`config.mk`:
```
export PLATFORM = sky130hd
export DESIGN_NAME = xmpl_sram_arbiter_flat
export DESIGN_NICKNAME = d
export VERILOG_FILES = /design/src/rtl/xmpl_sram_pkg.sv /design/src/rtl/xmpl_sram_arbiter_if.sv /design/src/rtl/xmpl_rr_picker.sv /design/src/rtl/xmpl_sram_arbiter.sv /design/src/flat_wrapper.sv
export SDC_FILE = /design/constraint.sdc
export NUM_CORES = 1
export LEC_CHECK = 0
export ABC_AREA = 1
export CAP_MARGIN = 20
export CORE_UTILIZATION = 38
export DETAILED_ROUTE_END_ITERATION = 6
export GPL_TIMING_DRIVEN = 0
export PLACE_DENSITY = 0.89
export SLEW_MARGIN = 15
export SYNTH_ARGS = -nofsm -noshare
export SYNTH_HDL_FRONTEND = slang
export SYNTH_SLANG_ARGS = --single-unit
```
`constraint.sdc`:
```
create_clock -name clk_i -period 2.51 [get_ports clk_i]
set_clock_uncertainty 0.1 [all_clocks]
set_input_delay 0.753 -clock clk_i [delete_from_list [all_inputs] [get_ports clk_i]]
set_output_delay 0.753 -clock clk_i [all_outputs]
set_load 0.02 [all_outputs]
```
`src/rtl/xmpl_sram_pkg.sv`:
```
// rtl/xmpl_sram_pkg.sv - shared constants and types for the SRAM arbiter
package xmpl_sram_pkg;

  localparam int SRAM_ADDR_W = 12;
  localparam int SRAM_DATA_W = 32;

  // IDLE arbitrates round-robin; LOCKED keeps the grant with one owner
  typedef enum logic {
    IDLE   = 1'b0,
    LOCKED = 1'b1
  } arb_state_e;

  // One registered SRAM command beat
  typedef struct packed {
    logic                   en;
    logic                   rw;
    logic [SRAM_ADDR_W-1:0] addr;
    logic [SRAM_DATA_W-1:0] wdata;
  } sram_cmd_t;

endpackage

```
`src/rtl/xmpl_sram_arbiter_if.sv`:
```
// rtl/xmpl_sram_arbiter_if.sv - requester-side command/response bus of the SRAM arbiter
interface xmpl_sram_arbiter_if #(
  parameter int NUM_REQ = 3,
  parameter int ADDR_W  = 12,
  parameter int DATA_W  = 32
);

  logic [NUM_REQ-1:0]        req_valid_i;
  logic [NUM_REQ-1:0]        req_ready_o;
  logic [NUM_REQ-1:0]        req_rw_i;
  logic [NUM_REQ-1:0]        req_lock_i;
  logic [NUM_REQ*ADDR_W-1:0] req_addr_i;
  logic [NUM_REQ*DATA_W-1:0] req_wdata_i;
  logic [NUM_REQ-1:0]        rsp_valid_o;
  logic [DATA_W-1:0]         rsp_data_o;

  // Requesters drive commands and receive accepts and read data
  modport master (
    output req_valid_i, req_rw_i, req_lock_i, req_addr_i, req_wdata_i,
    input  req_ready_o, rsp_valid_o, rsp_data_o
  );

  // The arbiter consumes commands and returns accepts and read data
  modport slave (
    input  req_valid_i, req_rw_i, req_lock_i, req_addr_i, req_wdata_i,
    output req_ready_o, rsp_valid_o, rsp_data_o
  );

endinterface

```
`src/rtl/xmpl_rr_picker.sv`:
```
// rtl/xmpl_rr_picker.sv - combinational one-hot round-robin pick from a start pointer
module xmpl_rr_picker #(
  parameter  int NUM_REQ = 3,
  localparam int PTR_W   = $clog2(NUM_REQ)
) (
  input  logic [NUM_REQ-1:0] req_i,
  input  logic [PTR_W-1:0]   ptr_i,
  output logic [NUM_REQ-1:0] gnt_o,
  output logic [PTR_W-1:0]   idx_o,
  output logic               found_o
);

  // One extra bit so ptr + offset can be wrapped without overflow
  logic [PTR_W:0] k;

  // Scan from ptr_i upward, wrapping modulo NUM_REQ; first set request wins
  always_comb begin
    gnt_o   = '0;
    idx_o   = '0;
    found_o = 1'b0;
    k       = '0;
    for (int i = 0; i < NUM_REQ; i++) begin
      k = {1'b0, ptr_i} + (PTR_W+1)'(i);
      if (k >= (PTR_W+1)'(NUM_REQ)) begin
        k = k - (PTR_W+1)'(NUM_REQ);
      end
      if (!found_o && req_i[k[PTR_W-1:0]]) begin
        found_o               = 1'b1;
        gnt_o[k[PTR_W-1:0]]   = 1'b1;
        idx_o                 = k[PTR_W-1:0];
      end
    end
  end

endmodule

```
`src/rtl/xmpl_sram_arbiter.sv`:
```
// rtl/xmpl_sram_arbiter.sv - round-robin SRAM arbiter with bounded locked bursts
module xmpl_sram_arbiter
  import xmpl_sram_pkg::*;
#(
  parameter int NUM_REQ  = 3,
  parameter int ADDR_W   = SRAM_ADDR_W,
  parameter int DATA_W   = SRAM_DATA_W,
  parameter int LOCK_MAX = 8
) (
  input  logic              clk_i,
  input  logic              reset_i,
  xmpl_sram_arbiter_if.slave bus,
  output logic              sram_en_o,
  output logic [ADDR_W-1:0] sram_addr_o,
  output logic              sram_rw_o,
  output logic [DATA_W-1:0] sram_wdata_o,
  input  logic [DATA_W-1:0] sram_rdata_i
);

  localparam int PTR_W = $clog2(NUM_REQ);

  arb_state_e        state_q, state_d;
  logic [PTR_W-1:0]  rr_ptr_q, rr_ptr_d;
  logic [PTR_W-1:0]  owner_q, owner_d;
  logic [7:0]        beat_cnt_q, beat_cnt_d;
  sram_cmd_t         cmd_q, cmd_d;
  logic [PTR_W-1:0]  cmd_owner_q, cmd_owner_d;
  logic              rd_valid_q, rd_valid_d;
  logic [PTR_W-1:0]  rd_owner_q, rd_owner_d;

  logic [NUM_REQ-1:0] pick_gnt;
  logic [PTR_W-1:0]   pick_idx;
  logic               pick_found;
  logic [NUM_REQ-1:0] grant;
  logic [PTR_W-1:0]   win_idx;
  logic               last_beat;

  function automatic logic [PTR_W-1:0] ptr_inc(input logic [PTR_W-1:0] p);
    if (p == PTR_W'(NUM_REQ - 1)) begin
      return '0;
    end
    return p + PTR_W'(1);
  endfunction

  xmpl_rr_picker #(.NUM_REQ(NUM_REQ)) u_picker (
    .req_i   (bus.req_valid_i),
    .ptr_i   (rr_ptr_q),
    .gnt_o   (pick_gnt),
    .idx_o   (pick_idx),
    .found_o (pick_found)
  );

  // The owner's current beat is the LOCK_MAX-th of its burst
  assign last_beat = ({1'b0, beat_cnt_q} + 9'd1) >= 9'(LOCK_MAX);

  // Arbitration FSM: pick a winner, track lock ownership and burst length
  always_comb begin
    state_d    = state_q;
    rr_ptr_d   = rr_ptr_q;
    owner_d    = owner_q;
    beat_cnt_d = beat_cnt_q;
    grant      = '0;
    win_idx    = pick_idx;
    case (state_q)
      IDLE: begin
        grant = pick_gnt;
        if (pick_found) begin
          if (bus.req_lock_i[pick_idx]) begin
            state_d    = LOCKED;
            owner_d    = pick_idx;
            beat_cnt_d = 8'd1;
          end else begin
            rr_ptr_d = ptr_inc(pick_idx);
          end
        end
      end
      LOCKED: begin
        win_idx = owner_q;
        if (bus.req_valid_i[owner_q]) begin
          grant[owner_q] = 1'b1;
          if (bus.req_lock_i[owner_q] && !last_beat) begin
            beat_cnt_d = beat_cnt_q + 8'd1;
          end else begin
            state_d    = IDLE;
            rr_ptr_d   = ptr_inc(owner_q);
            beat_cnt_d = '0;
          end
        end else begin
          // Owner went idle: release without granting anyone this cycle
          state_d    = IDLE;
          rr_ptr_d   = ptr_inc(owner_q);
          beat_cnt_d = '0;
        end
      end
      default: begin
        state_d = IDLE;
      end
    endcase
  end

  // Register the accepted beat as the next SRAM command and pipeline the read tag
  always_comb begin
    cmd_d       = cmd_q;
    cmd_d.en    = 1'b0;
    cmd_owner_d = cmd_owner_q;
    if (|grant) begin
      cmd_d.en    = 1'b1;
      cmd_owner_d = win_idx;
      for (int k = 0; k < NUM_REQ; k++) begin
        if (win_idx == PTR_W'(k)) begin
          cmd_d.rw    = bus.req_rw_i[k];
          cmd_d.addr  = bus.req_addr_i[k*ADDR_W +: ADDR_W];
          cmd_d.wdata = bus.req_wdata_i[k*DATA_W +: DATA_W];
        end
      end
    end
    rd_valid_d = cmd_q.en & ~cmd_q.rw;
    rd_owner_d = cmd_owner_q;
  end

  // State, pointer, command and read-tag registers
  always_ff @(posedge clk_i) begin
    if (reset_i) begin
      state_q     <= IDLE;
      rr_ptr_q    <= '0;
      owner_q     <= '0;
      beat_cnt_q  <= '0;
      cmd_q       <= '0;
      cmd_owner_q <= '0;
      rd_valid_q  <= 1'b0;
      rd_owner_q  <= '0;
    end else begin
      state_q     <= state_d;
      rr_ptr_q    <= rr_ptr_d;
      owner_q     <= owner_d;
      beat_cnt_q  <= beat_cnt_d;
      cmd_q       <= cmd_d;
      cmd_owner_q <= cmd_owner_d;
      rd_valid_q  <= rd_valid_d;
      rd_owner_q  <= rd_owner_d;
    end
  end

  // Read data goes back one-hot to whichever requester issued the read
  always_comb begin
    bus.rsp_valid_o = '0;
    if (rd_valid_q) begin
      bus.rsp_valid_o[rd_owner_q] = 1'b1;
    end
  end

  assign bus.req_ready_o = grant;
  assign bus.rsp_data_o  = sram_rdata_i;
  assign sram_en_o       = cmd_q.en;
  assign sram_rw_o       = cmd_q.rw;
  assign sram_addr_o     = cmd_q.addr;
  assign sram_wdata_o    = cmd_q.wdata;

endmodule

```
`src/flat_wrapper.sv`:
```
// flat-port wrapper written by rule: the top's interface ports become plain ports
module xmpl_sram_arbiter_flat import xmpl_sram_pkg::*;
#(
  parameter int NUM_REQ  = 3,
  parameter int ADDR_W   = SRAM_ADDR_W,
  parameter int DATA_W   = SRAM_DATA_W,
  parameter int LOCK_MAX = 8
)
  (clk_i, reset_i, sram_en_o, sram_addr_o, sram_rw_o, sram_wdata_o, sram_rdata_i, bus_req_valid_i, bus_req_rw_i, bus_req_lock_i, bus_req_addr_i, bus_req_wdata_i, bus_req_ready_o, bus_rsp_valid_o, bus_rsp_data_o);
  xmpl_sram_arbiter_if #(.NUM_REQ(NUM_REQ), .ADDR_W(ADDR_W), .DATA_W(DATA_W)) bus_i ();
  input  logic clk_i;
  input  logic reset_i;
  output logic sram_en_o;
  output logic [ADDR_W-1:0] sram_addr_o;
  output logic sram_rw_o;
  output logic [DATA_W-1:0] sram_wdata_o;
  input  logic [DATA_W-1:0] sram_rdata_i;
  input wire logic [$bits(bus_i.req_valid_i)-1:0] bus_req_valid_i;
  input wire logic [$bits(bus_i.req_rw_i)-1:0] bus_req_rw_i;
  input wire logic [$bits(bus_i.req_lock_i)-1:0] bus_req_lock_i;
  input wire logic [$bits(bus_i.req_addr_i)-1:0] bus_req_addr_i;
  input wire logic [$bits(bus_i.req_wdata_i)-1:0] bus_req_wdata_i;
  output wire logic [$bits(bus_i.req_ready_o)-1:0] bus_req_ready_o;
  output wire logic [$bits(bus_i.rsp_valid_o)-1:0] bus_rsp_valid_o;
  output wire logic [$bits(bus_i.rsp_data_o)-1:0] bus_rsp_data_o;
  assign bus_i.req_valid_i = bus_req_valid_i;
  assign bus_i.req_rw_i = bus_req_rw_i;
  assign bus_i.req_lock_i = bus_req_lock_i;
  assign bus_i.req_addr_i = bus_req_addr_i;
  assign bus_i.req_wdata_i = bus_req_wdata_i;
  assign bus_req_ready_o = bus_i.req_ready_o;
  assign bus_rsp_valid_o = bus_i.rsp_valid_o;
  assign bus_rsp_data_o = bus_i.rsp_data_o;
  xmpl_sram_arbiter #(.NUM_REQ(NUM_REQ), .ADDR_W(ADDR_W), .DATA_W(DATA_W), .LOCK_MAX(LOCK_MAX)) u_core (.clk_i(clk_i), .reset_i(reset_i), .bus(bus_i), .sram_en_o(sram_en_o), .sram_addr_o(sram_addr_o), .sram_rw_o(sram_rw_o), .sram_wdata_o(sram_wdata_o), .sram_rdata_i(sram_rdata_i));
endmodule
```
==> flow_summary.rst <==
.. list-table::
   :header-rows: 1

   * - Metric
     - Value
   * - Floorplan die area
     - between 0.01 and 0.015 sq mm
   * - Post-synth cell types
     - 29
   * - Area of the core
     - ~0.011 sq mm
   * - Type of the most critical hold path
     - flop to flop
   * - Worst-case setup margin in the final layout
     - -0.248 ns
   * - Clock Sink Count
     - between 60 and 70
   * - Detailed Route Iter0 Violations
     - 263
   * - Clock Latency Late Sink
     - around 0.34 ns
   * - Number of vias in the routed layout
     - 5517
   * - Reg-to-reg startpoint
     - u_core.rr_ptr_q[0]
   * - Proportion of synthesized area in mux cells
     - 0%
   * - FFs w/ async S/R, synth
     - 0%
   * - Area Growth Syn to Fin
     - 79.5%
   * - Avg Inst Size Synth
     - 6.24 sq um
   * - Post-synthesis instance total
     - 674
   * - # H-tree levels
     - 3
   * - Slack of the worst reg-to-reg path
     - 0.02 ns
   * - Startpoint type of the worst setup path
     - input pin
   * - Reg2Reg Depth
     - 16
   * - WP data required
     - 1.66 ns
   * - Effective utilization at floorplan
     - 39.0%
   * - Post-route DRC
     - 1
   * - Number of antenna violations at the first check in global routing
     - 0
   * - Horizontal die dimension
     - ~110 um
   * - Failing checks
     - design-rule violations, negative setup slack
   * - Dominant cell by count in the synthesized netlist
     - sky130_fd_sc_hd__nand2_1
   * - Post-synthesis compound-gate area fraction
     - 8.72%
   * - Total power consumption of the routed design
     - between 10 and 15 mW
   * - Number of synthesized flops with an enable pin
     - 0
   * - Total inserted antenna cells
     - 0
   * - Synthesized-area fraction occupied by adder cells
     - under 10%
   * - Net count after synthesis
     - 855
   * - Maximum capacitance violations
     - 0
   * - Final worst-path cycle share
     - 110%
   * - Number of iterations in the first detailed-routing pass
     - 7
   * - Number of global-route vias before repair
     - between 4000 and 5000
   * - Nets
     - 1121
   * - Root buffer cell
     - sky130_fd_sc_hd__clkbuf_8
   * - Critical path endpoint category
     - output pin
   * - Max frequency
     - roughly 360 MHz
   * - Min Clock Period, post-route
     - ~2.8 ns
   * - Depth of the worst hold-timing path
     - 2
   * - Worst-case vdd ir drop
     - 0.000793 V
   * - Endpoint of the worst hold path
     - u_core.beat_cnt_q[6]
   * - Result of the run
     - finished, violations left
   * - Share of synthesized cell area in and, or, nand and nor gates
     - 41.0%
   * - Detailed-route wire length
     - ~16000 um
   * - Post-synthesis register bit count
     - 64
   * - Maximum fanout along the worst path
     - 3
   * - Detailed-route vias per instance
     - between 5 and 6
   * - Synth Area in XOR/XNOR
     - 0%
   * - RSZ-0062 raised after global routing
     - yes
   * - Max-Slew Margin vs Limit
     - a little under three fifths
   * - Part of the Yosys area used for sequential elements
     - between 30% and 40%
   * - Dominant cells by area after synthesis
     - sky130_fd_sc_hd__dfxtp_1, sky130_fd_sc_hd__nand3_1, sky130_fd_sc_hd__nand2_1
   * - Synth area leader
     - sky130_fd_sc_hd__dfxtp_1
   * - Transition at the pin with the smallest max-transition slack
     - approximately 0.64 ns
   * - Met2 track utilization from global routing
     - about 44%
   * - Hold Crit Start
     - u_core.beat_cnt_q[6]
   * - Start-to-end type of the worst setup path
     - input pin to output pin
   * - Height of the die
     - 107 um
   * - CTS Buffer Depth
     - 2
   * - Leakage
     - between 3 and 4 nW
   * - Worst slack at placement
     - -1.11 ns
   * - Count of antenna-violating nets left after detailed routing
     - 0
   * - Met3 track demand over resource
     - around 6.2%
   * - Number of setup violations in the final report
     - 5
   * - Top post-synthesis cells by count
     - sky130_fd_sc_hd__nand2_1, sky130_fd_sc_hd__nand3_1, sky130_fd_sc_hd__inv_1, sky130_fd_sc_hd__dfxtp_1, sky130_fd_sc_hd__a21oi_1
   * - Setup crit start
     - bus_req_valid_i[1]
   * - Avg WL per Cell
     - 14.8 um
   * - Power Dens Cells
     - between 1000 and 1500 mW/mm^2
   * - Main combinational cell family by area after synthesis
     - simple AND/OR/NAND/NOR gates
   * - Total number of placement rows
     - 38
   * - Terminus of the critical flop-to-flop path
     - u_core.sram_wdata_o[29]
   * - Final max-slew violation count
     - 0
   * - Num CTS Buffers
     - 9
   * - Post-synth design cell area
     - 0.00421 sq mm
   * - GR Util All Layers
     - between 20% and 30%
   * - Total I/O pin count
     - 259
   * - Synthesis Warnings
     - 0
   * - Gp weighted congestion
     - approximately 0.9
   * - Prevailing post-synth register cell
     - sky130_fd_sc_hd__dfxtp_1
   * - Endpoint arrival time on the critical path
     - approximately 1.9 ns
   * - Met1 layer usage reported by global route
     - 29.4%
   * - TritonCTS clock tree
     - built
   * - Global-route wire length before repair
     - ~23000 um
   * - Largest net degree at the start of global routing
     - 13
   * - GRT busiest layer
     - met2
   * - Final Hold Violating Endpoints
     - 0
   * - Overall overflow remaining after global route
     - 0
   * - Post-route core utilization
     - between 60% and 70%
   * - Clock edge transition at the registers on the reported setup and hold paths
     - ~0.070 ns
   * - Number of buffers inserted by port buffering
     - approximately 230
   * - DP Wirelength
     - around 12000 um
   * - Post-synth top area share
     - between 30 and 40%
   * - Cts-stage hold buffer count
     - 0
   * - Share of post-route cells with drive strength above 1
     - 19.0%
==> final cells by class <==
class	instances	area, sq um
fillers	900	3240
multi-input cells	463	2430
clock inverters	6	68.8
well taps	140	175
repair buffers	254	2580
clock buffers	10	128
inverters	76	298
flip-flops and latches	64	1290
plain buffers	72	587
==> flip-flops by register name, indices dropped and copies added (netlist names), 2 cells and up <==
name and count:
u_core.sram_wdata_o 32, u_core.sram_addr_o 12, u_core.beat_cnt_q 8, u_core.cmd_owner_q 2, u_core.owner_q 2, u_core.rd_owner_q 2, u_core.rr_ptr_q 2
==> placed cells by master, fill, tap and decap left out, types with 14 or more instances in the layout <==
master | Yosys | final
sky130_fd_sc_hd__a21oi_1 | 53 | 39
sky130_fd_sc_hd__nand2_1 | 177 | 167
sky130_fd_sc_hd__clkdlybuf4s50_1 | 0 | 220
sky130_fd_sc_hd__buf_4 | 40 | 58
sky130_fd_sc_hd__nor2_1 | 25 | 24
sky130_fd_sc_hd__dfxtp_1 | 64 | 62
sky130_fd_sc_hd__nand3_2 | 1 | 15
sky130_fd_sc_hd__nand3_1 | 159 | 144
sky130_fd_sc_hd__a21oi_2 | 0 | 14
sky130_fd_sc_hd__inv_1 | 70 | 65
==> power breakdown <==
group	switching, mW	total [mW]	leakage (nW)	internal [mW]
combinational	4.44	8.08	2.73	3.64
sequential	0.185	1.54	0.529	1.36
clock	0.441	0.906	0.0968	0.465
==> per-stage QoR <==
stage                     instance area (sq um)  hold WS [ns]  cells  TNS, ns
after floorplan                            4210         0.303    674        0
after global placement                     6640         0.314   1040   -40.61
after detailed placement                   6640         0.322   1040   -43.71
after CTS                                  7010         0.346   1066   -0.540
after global routing                       7550         0.373   1085    -2.60
final                                      7550         0.346   1085   -0.620
==> logic make-up (layout without fill, tap and decap cells) <==
group	count (synthesis)	count (layout)
compound gates	70	70
fa+ha+maj	6	6
buf+inv	148	418
flops	64	64
simple gates	386	387
==> worst max-delay path, cell delays in order <==
cell and delay, ns:
sky130_fd_sc_hd__clkdlybuf4s15_1 0.21, sky130_fd_sc_hd__inv_2 0.10, sky130_fd_sc_hd__nand2_1 0.08, sky130_fd_sc_hd__nand3_2 0.10
sky130_fd_sc_hd__nand2_2 0.08, sky130_fd_sc_hd__nand3_4 0.09, sky130_fd_sc_hd__nor2_2 0.03, sky130_fd_sc_hd__o21ai_1 0.15
sky130_fd_sc_hd__and2_4 0.16, sky130_fd_sc_hd__inv_2 0.03, sky130_fd_sc_hd__buf_6 0.12
==> layer usage <==
metal	vias up	part of all wire, %
li1	2691	-
met1	2526	40
met2	261	50
met3	39	7.7
met4	0	2.3
met5	-	0
==> worst max path at each step <==
stage / to / slack, ns / cells past startpoint
after floorplan: bus_req_ready_o[0] / 0.03 / 11
final: bus_req_ready_o[0] / -0.25 / 11
after CTS: bus_req_ready_o[0] / -0.25 / 12
after detailed placement: bus_req_ready_o[0] / -1.11 / 10
after global placement: bus_req_ready_o[0] / -1.08 / 9
after global routing: bus_req_ready_o[0] / -0.32 / 12
==> repair_timing <==
action	in CTS	in global routing
resized for setup	61	86
pin swaps	13	17
cloned	0	5
setup buffers	10	14
setup endpoints to repair	60	49
Power figures use the tool's default switching activity.
